==> config.mk <==
export PLATFORM = sky130hd
export DESIGN_NAME = ram_ctrl
export DESIGN_NICKNAME = d
export VERILOG_FILES = /design/src/rtl/ram_ctrl.sv
export SDC_FILE = /design/constraint.sdc
export NUM_CORES = 1
export LEC_CHECK = 0
export ABC_CLOCK_PERIOD_IN_PS = 1700
export CORE_AREA = 8 8 82 84
export CTS_CLUSTER_SIZE = 30
export DETAILED_ROUTE_END_ITERATION = 7
export DIE_AREA = 0 0 90 92
export PLACE_DENSITY = 0.79
export SKIP_CTS_REPAIR_TIMING = 1
export SLEW_MARGIN = 20
export SYNTH_ARGS = -nofsm -noshare
export SYNTH_HDL_FRONTEND = slang
export SYNTH_SLANG_ARGS = --single-unit
==> constraint.sdc <==
create_clock -name clk -period 1.7 [get_ports clk]
set_input_delay 0.34 -clock clk [delete_from_list [all_inputs] [get_ports clk]]
set_output_delay 0.34 -clock clk [all_outputs]
set_load 0.05 [all_outputs]
==> src/rtl/ram_ctrl.sv <==
// ram_ctrl: write/read burst sequencer in front of an asynchronous RAM, wrapping at PROF-1.
// Define RAM_CTRL_CHECKSUM_EN to enable the running checksum on suma; otherwise suma is tied to 0.
module ram_ctrl #(
    parameter int ANCHO     = 8,
    parameter int DIR_ANCHO = 8,
    parameter int PROF      = 11
) (
    input  logic                 clk,
    input  logic                 rst,
    input  logic                 inicio,
    input  logic                 modo,
    input  logic [DIR_ANCHO-1:0] dir_ini,
    input  logic [DIR_ANCHO-1:0] longitud,
    input  logic [ANCHO-1:0]     dato_in,
    input  logic                 valido_in,
    output logic                 listo_in,
    output logic [ANCHO-1:0]     dato_out,
    output logic                 valido_out,
    input  logic                 listo_out,
    output logic [DIR_ANCHO-1:0] direccion,
    output logic [ANCHO-1:0]     Dato_E,
    output logic                 EN,
    input  logic [ANCHO-1:0]     dato_s,
    output logic                 ocupado,
    output logic                 fin,
    output logic [ANCHO-1:0]     suma,
    output logic [2:0]           estado_dbg
);

    typedef enum logic [2:0] {
        IDLE, ESCRIBIR, PULSO, AVANZA, LEER, CAPTURA, MOSTRAR, FIN
    } estado_t;

    localparam logic [DIR_ANCHO-1:0] ULTIMA = DIR_ANCHO'(PROF - 1);
    localparam logic [DIR_ANCHO-1:0] UNO    = DIR_ANCHO'(1);

    estado_t              estado, estado_d;
    logic [DIR_ANCHO-1:0] ptr, ptr_d, ptr_sig;
    logic [DIR_ANCHO-1:0] cnt, cnt_d;
    logic [ANCHO-1:0]     dato_e_d, dato_out_d;
    logic                 en_d, listo_in_d, valido_out_d, ocupado_d, fin_d;
    logic                 wr_hs, rd_hs;

    // Both streams: a word moves on a rising edge where valid and ready are both high;
    // the producer keeps valid and data steady until that edge.
    assign wr_hs = (estado == ESCRIBIR) && valido_in && listo_in;
    assign rd_hs = (estado == MOSTRAR) && valido_out && listo_out;

    assign ptr_sig    = (ptr == ULTIMA) ? '0 : ptr + UNO;
    assign direccion  = ptr;
    assign estado_dbg = estado;

    always_comb begin
        estado_d     = estado;
        ptr_d        = ptr;
        cnt_d        = cnt;
        dato_e_d     = Dato_E;
        en_d         = 1'b0;
        listo_in_d   = listo_in;
        dato_out_d   = dato_out;
        valido_out_d = valido_out;
        ocupado_d    = ocupado;
        fin_d        = 1'b0;
        case (estado)
            IDLE: begin
                if (inicio) begin
                    ocupado_d = 1'b1;
                    ptr_d     = (dir_ini > ULTIMA) ? '0 : dir_ini;
                    cnt_d     = longitud;
                    if (longitud == '0) begin
                        estado_d = FIN;
                    end else if (modo) begin
                        estado_d = LEER;
                    end else begin
                        estado_d   = ESCRIBIR;
                        listo_in_d = 1'b1;
                    end
                end
            end
            ESCRIBIR: begin
                if (wr_hs) begin
                    dato_e_d   = dato_in;
                    en_d       = 1'b1;
                    listo_in_d = 1'b0;
                    estado_d   = PULSO;
                end
            end
            // EN drops here so the address only moves one cycle after the pulse ends.
            PULSO: estado_d = AVANZA;
            AVANZA: begin
                ptr_d = ptr_sig;
                cnt_d = cnt - UNO;
                if (cnt == UNO) begin
                    estado_d = FIN;
                end else begin
                    estado_d   = ESCRIBIR;
                    listo_in_d = 1'b1;
                end
            end
            LEER: estado_d = CAPTURA;
            CAPTURA: begin
                dato_out_d   = dato_s;
                valido_out_d = 1'b1;
                estado_d     = MOSTRAR;
            end
            MOSTRAR: begin
                if (rd_hs) begin
                    valido_out_d = 1'b0;
                    ptr_d        = ptr_sig;
                    cnt_d        = cnt - UNO;
                    estado_d     = (cnt == UNO) ? FIN : LEER;
                end
            end
            FIN: begin
                fin_d     = 1'b1;
                ocupado_d = 1'b0;
                estado_d  = IDLE;
            end
            default: estado_d = IDLE;
        endcase
    end

    always_ff @(posedge clk) begin
        if (rst) begin
            estado     <= IDLE;
            ptr        <= '0;
            cnt        <= '0;
            Dato_E     <= '0;
            EN         <= 1'b0;
            listo_in   <= 1'b0;
            dato_out   <= '0;
            valido_out <= 1'b0;
            ocupado    <= 1'b0;
            fin        <= 1'b0;
        end else begin
            estado     <= estado_d;
            ptr        <= ptr_d;
            cnt        <= cnt_d;
            Dato_E     <= dato_e_d;
            EN         <= en_d;
            listo_in   <= listo_in_d;
            dato_out   <= dato_out_d;
            valido_out <= valido_out_d;
            ocupado    <= ocupado_d;
            fin        <= fin_d;
        end
    end

`ifdef RAM_CTRL_CHECKSUM_EN
    logic [ANCHO-1:0] suma_q, suma_d;

    always_comb begin
        suma_d = suma_q;
        if (estado == IDLE && inicio) begin
            suma_d = '0;
        end else if (wr_hs) begin
            suma_d = suma_q + dato_in;
        end else if (rd_hs) begin
            suma_d = suma_q + dato_out;
        end
    end

    always_ff @(posedge clk) begin
        if (rst) begin
            suma_q <= '0;
        end else begin
            suma_q <= suma_d;
        end
    end

    assign suma = suma_q;
`else
    assign suma = '0;
`endif

endmodule

==> results.txt <==
----------------------------------------------------
[GRT]
  First-pass GRT wire length ... between 10000 and 15000 um
  Global Route met2 Usage ... 28.5%
  Number of global-route vias before repair ... around 2.3k
  Maximum number of pins on one net before global-route repair ... 21
  Congestion Overflow GR ... 0
  Met3 Usage GRT ... 3.50%
  Most Used Layer, Global Route ... met2
  Initial antenna violation count ... 0
  Gr usage total ... between 10% and 20%
  GR met1 Demand/Resource ... between 15 and 20%

[Clocking]
  Worst-Skew Late Latency ... roughly 0.29 ns
  Number of buffers created by CTS ... 5
  Cell at the root of the clock tree ... sky130_fd_sc_hd__clkbuf_8
  H-tree Lvls ... 2
  CTS tree ... yes
  Maximum buffer depth of the clock tree ... 2
  Total number of clock tree sinks ... 40
  Post-CTS clock slew at the launch and capture registers of the worst setup and hold paths ... approximately 0.080 ns

[Yosys]
  Post-synthesis sequential element count ... 40
  Top area cells in the synthesized netlist ... sky130_fd_sc_hd__dfxtp_1 38%, sky130_fd_sc_hd__mux2i_1 7.5%, sky130_fd_sc_hd__nor2_1 6.2%, sky130_fd_sc_hd__a21oi_1 4.5%, sky130_fd_sc_hd__nand3_1 3.5%
  Gate Count Post-Synth ... around 260
  Seq/Total Area, Yosys ... a little under two fifths
  Count of distinct cell types in the synthesized netlist ... between 40 and 50
  Post-Synthesis Mean Instance Area ... just over 8 um2
  Post-synthesis cell type with the largest combined area ... sky130_fd_sc_hd__dfxtp_1
  Top cell type's share of synthesized area ... 37.7%
  Count of flip-flops with a built-in enable after synthesis ... 0
  Synth async-reset ratio ... 0%
  Ys flop type ... sky130_fd_sc_hd__dfxtp_1
  Netlist area before placement ... about 2100 um2
  Count of synthesis-stage warnings from yosys ... 0

[Die]
  Floorplan core area ... ~5400 um2
  Effective utilization at floorplan ... between 30% and 40%
  Vertical extent of the die ... 92 um
  Ports ... 78
  Num rows ... 27
  Horizontal die dimension ... 90 um
  Floorplan die area ... approximately 8300 um2

[STA]
  Final count of hold timing violations ... 0
  Setup repair after global routing missed its margin ... yes
  Skew final ... between 0.007 and 0.008 ns
  Min Clock Period, post-route ... 1.89 ns
  Slew @ Worst Pin ... about 0.53 ns
  Maximum clock frequency ... ~0.53 GHz
  Relative slew margins ... between 60% and 70%
  Final worst slack ... -0.186 ns
  Endpoints failing setup ... 8
  Period Utilization, post-route ... 111%
  Sum of negative setup slack ... -1.07 ns
  Final count of pins violating max slew ... 0

[Job]
  Number of maximum-capacitance constraint violations ... 0

[Cells and area]
  Fraction of layout instances using a drive strength above 1 ... roughly a third
  Finished Cell Area ... ~3300 um2
  Layout Cells excl Fill ... roughly 430
  Final net count ... 400
  Synthesis-to-finish area growth ... 57.5%
  Number of inserted diodes ... 0

[Worst setup path]
  Worst setup path class ... reg -> reg
  Worst path required time ... ~1.9 ns
  Top fanout value on the critical path ... 6
  Worst reg2reg setup slack ... -0.19 ns
  Critical path startpoint ... direccion[0]
  Endpoint of the most critical setup path ... direccion[4]
  RR Startpoint ... direccion[0]
  Startpoint types ... flip-flop
  Number of cell instances on the worst register-to-register path ... 7
  Reg2Reg Capture Point ... direccion[4]
  Category of the worst setup path capture point ... flip-flop
  Worst Path Arrival ... 2.07 ns

[Route]
  Count of TritonRoute iterations in the first routing pass ... 4
  Vias ... 2283
  Avg Vias per Cell ... 5.30
  DRT antenna net count ... 0
  Drt wl/cell ... around 15 um
  DRC violation total after the first TritonRoute iteration ... ~170
  Overall routed net length ... roughly 6700 um
  Post-route DRC ... 0

[Outcome]
  Run status ... finished, violations left
  Violations in the final reports ... setup timing

[Power]
  Leakage power total ... 1.38 nW
  Power density of the placed cells ... between 1000 and 1500 nW/um2
  Total power of the final layout ... slightly below 4 mW
  Highest ir drop seen on vdd ... 0.000668 V

[Placement]
  GP Congestion ... about 0.86
  Standard cell area after detailed placement ... approximately 3100 um2
  Placed Instances ... 420
  Port bufs ... 69
  DP HPWL ... between 5000 and 6000 um

[Worst hold path]
  Path class of the lowest-slack min-delay path ... reg -> reg
  Origin of the worst min-delay path ... Dato_E[0]

----------------------------------------------------
routing by layer:
metal	routed length (um)	vias to the layer above
li1	-	1105
met1	2630	1095
met2	3630	73
met3	291	10
met4	116	0
met5	0	-
Yosys cell counts, drive strengths merged, types with 3 or more instances:
| master | number |
|---|---|
| dfxtp | 40 |
| nor2 | 35 |
| a21oi | 20 |
| mux2i | 16 |
| buf | 15 |
| nand2 | 15 |
| nand3 | 15 |
| o21ai | 15 |
| a211oi | 8 |
| clkbuf | 8 |
| nor3 | 7 |
| inv | 6 |
| a21o | 4 |
| ha | 4 |
| nor4 | 4 |
| o22ai | 4 |
| nand2b | 3 |
| nand4b | 3 |
report_power, final:
group	total [mW]	internal (mW)	leakage (nW)	switching, mW
Combinational	2.02	0.906	0.993	1.12
Clock	0.673	0.331	0.0521	0.342
Sequential	1.25	1.09	0.331	0.161
registers in the layout (all words and copies together), names as in the netlist:
signal / count
ocupado: 1
direccion: 8
Dato_E: 8
cnt: 8
fin: 1
listo_in: 1
EN: 1
estado_dbg: 3
dato_out: 8
valido_out: 1
per-stage QoR:
step,hold WS (ns),utilization (%),setup WS [ns]
finish,0.499,61.9,-0.186
global route,0.535,61.9,-0.283
CTS,0.506,59.3,-0.159
detailed placement,0.487,57.5,-0.401
global placement,0.464,57.5,-0.314
floorplan,0.449,-,-0.127
how the worst min path moves through the flow:
stage	to	slack, ns	cells past startpoint
6_report	Dato_E[0]	0.50	2
5_1_grt	Dato_E[6]	0.53	2
4_1_cts	Dato_E[0]	0.51	2
3_5_place_dp	Dato_E[0]	0.49	2
3_3_place_gp	cnt[6]	0.46	2
2_1_floorplan	cnt[6]	0.45	2
worst max-delay path: stages, from the launching register on:
cell	delay, ns
sky130_fd_sc_hd__dfxtp_4	0.36
sky130_fd_sc_hd__inv_4	0.06
sky130_fd_sc_hd__ha_4	0.11
sky130_fd_sc_hd__or4b_4	0.46
sky130_fd_sc_hd__o311ai_4	0.38
sky130_fd_sc_hd__o21bai_4	0.22
sky130_fd_sc_hd__or3b_4	0.16
sky130_fd_sc_hd__a21oi_2	0.04
kinds of logic after synthesis:
logic type | after synthesis | share of synthesized area, %
multiplexers | 16 | 7.54
other | 1 | 0.177
AND/OR/NAND/NOR | 103 | 24.9
flip-flops | 40 | 37.7
AO/OA/AOI/OAI | 62 | 19.3
buffers and inverters | 29 | 7.24
adder cells (fa/ha/maj) | 4 | 2.36
XOR/XNOR | 1 | 0.766
final cells by class:
cell class	instances	area [um2]
multi-input cells	194	1320
clock inverters	2	12.5
repair buffers	111	995
inverters	6	25.0
clock buffers	6	82.6
well taps	72	90.1
fillers	455	2060
flip-flops and latches	40	826
cells in the final DEF (no fill, tap or decap), types with 6 or more instances in the layout:
cell,instances
sky130_fd_sc_hd__nand3_1,14
sky130_fd_sc_hd__mux2i_1,16
sky130_fd_sc_hd__clkbuf_8,6
sky130_fd_sc_hd__nand2_1,15
sky130_fd_sc_hd__nor2_1,34
sky130_fd_sc_hd__a21oi_1,17
sky130_fd_sc_hd__buf_4,68
sky130_fd_sc_hd__clkdlybuf4s50_1,36
sky130_fd_sc_hd__nor3_1,6
sky130_fd_sc_hd__conb_1,8
sky130_fd_sc_hd__o21ai_0,12
sky130_fd_sc_hd__dfxtp_1,30
sky130_fd_sc_hd__a211oi_1,6
Power figures use the tool's default switching activity.
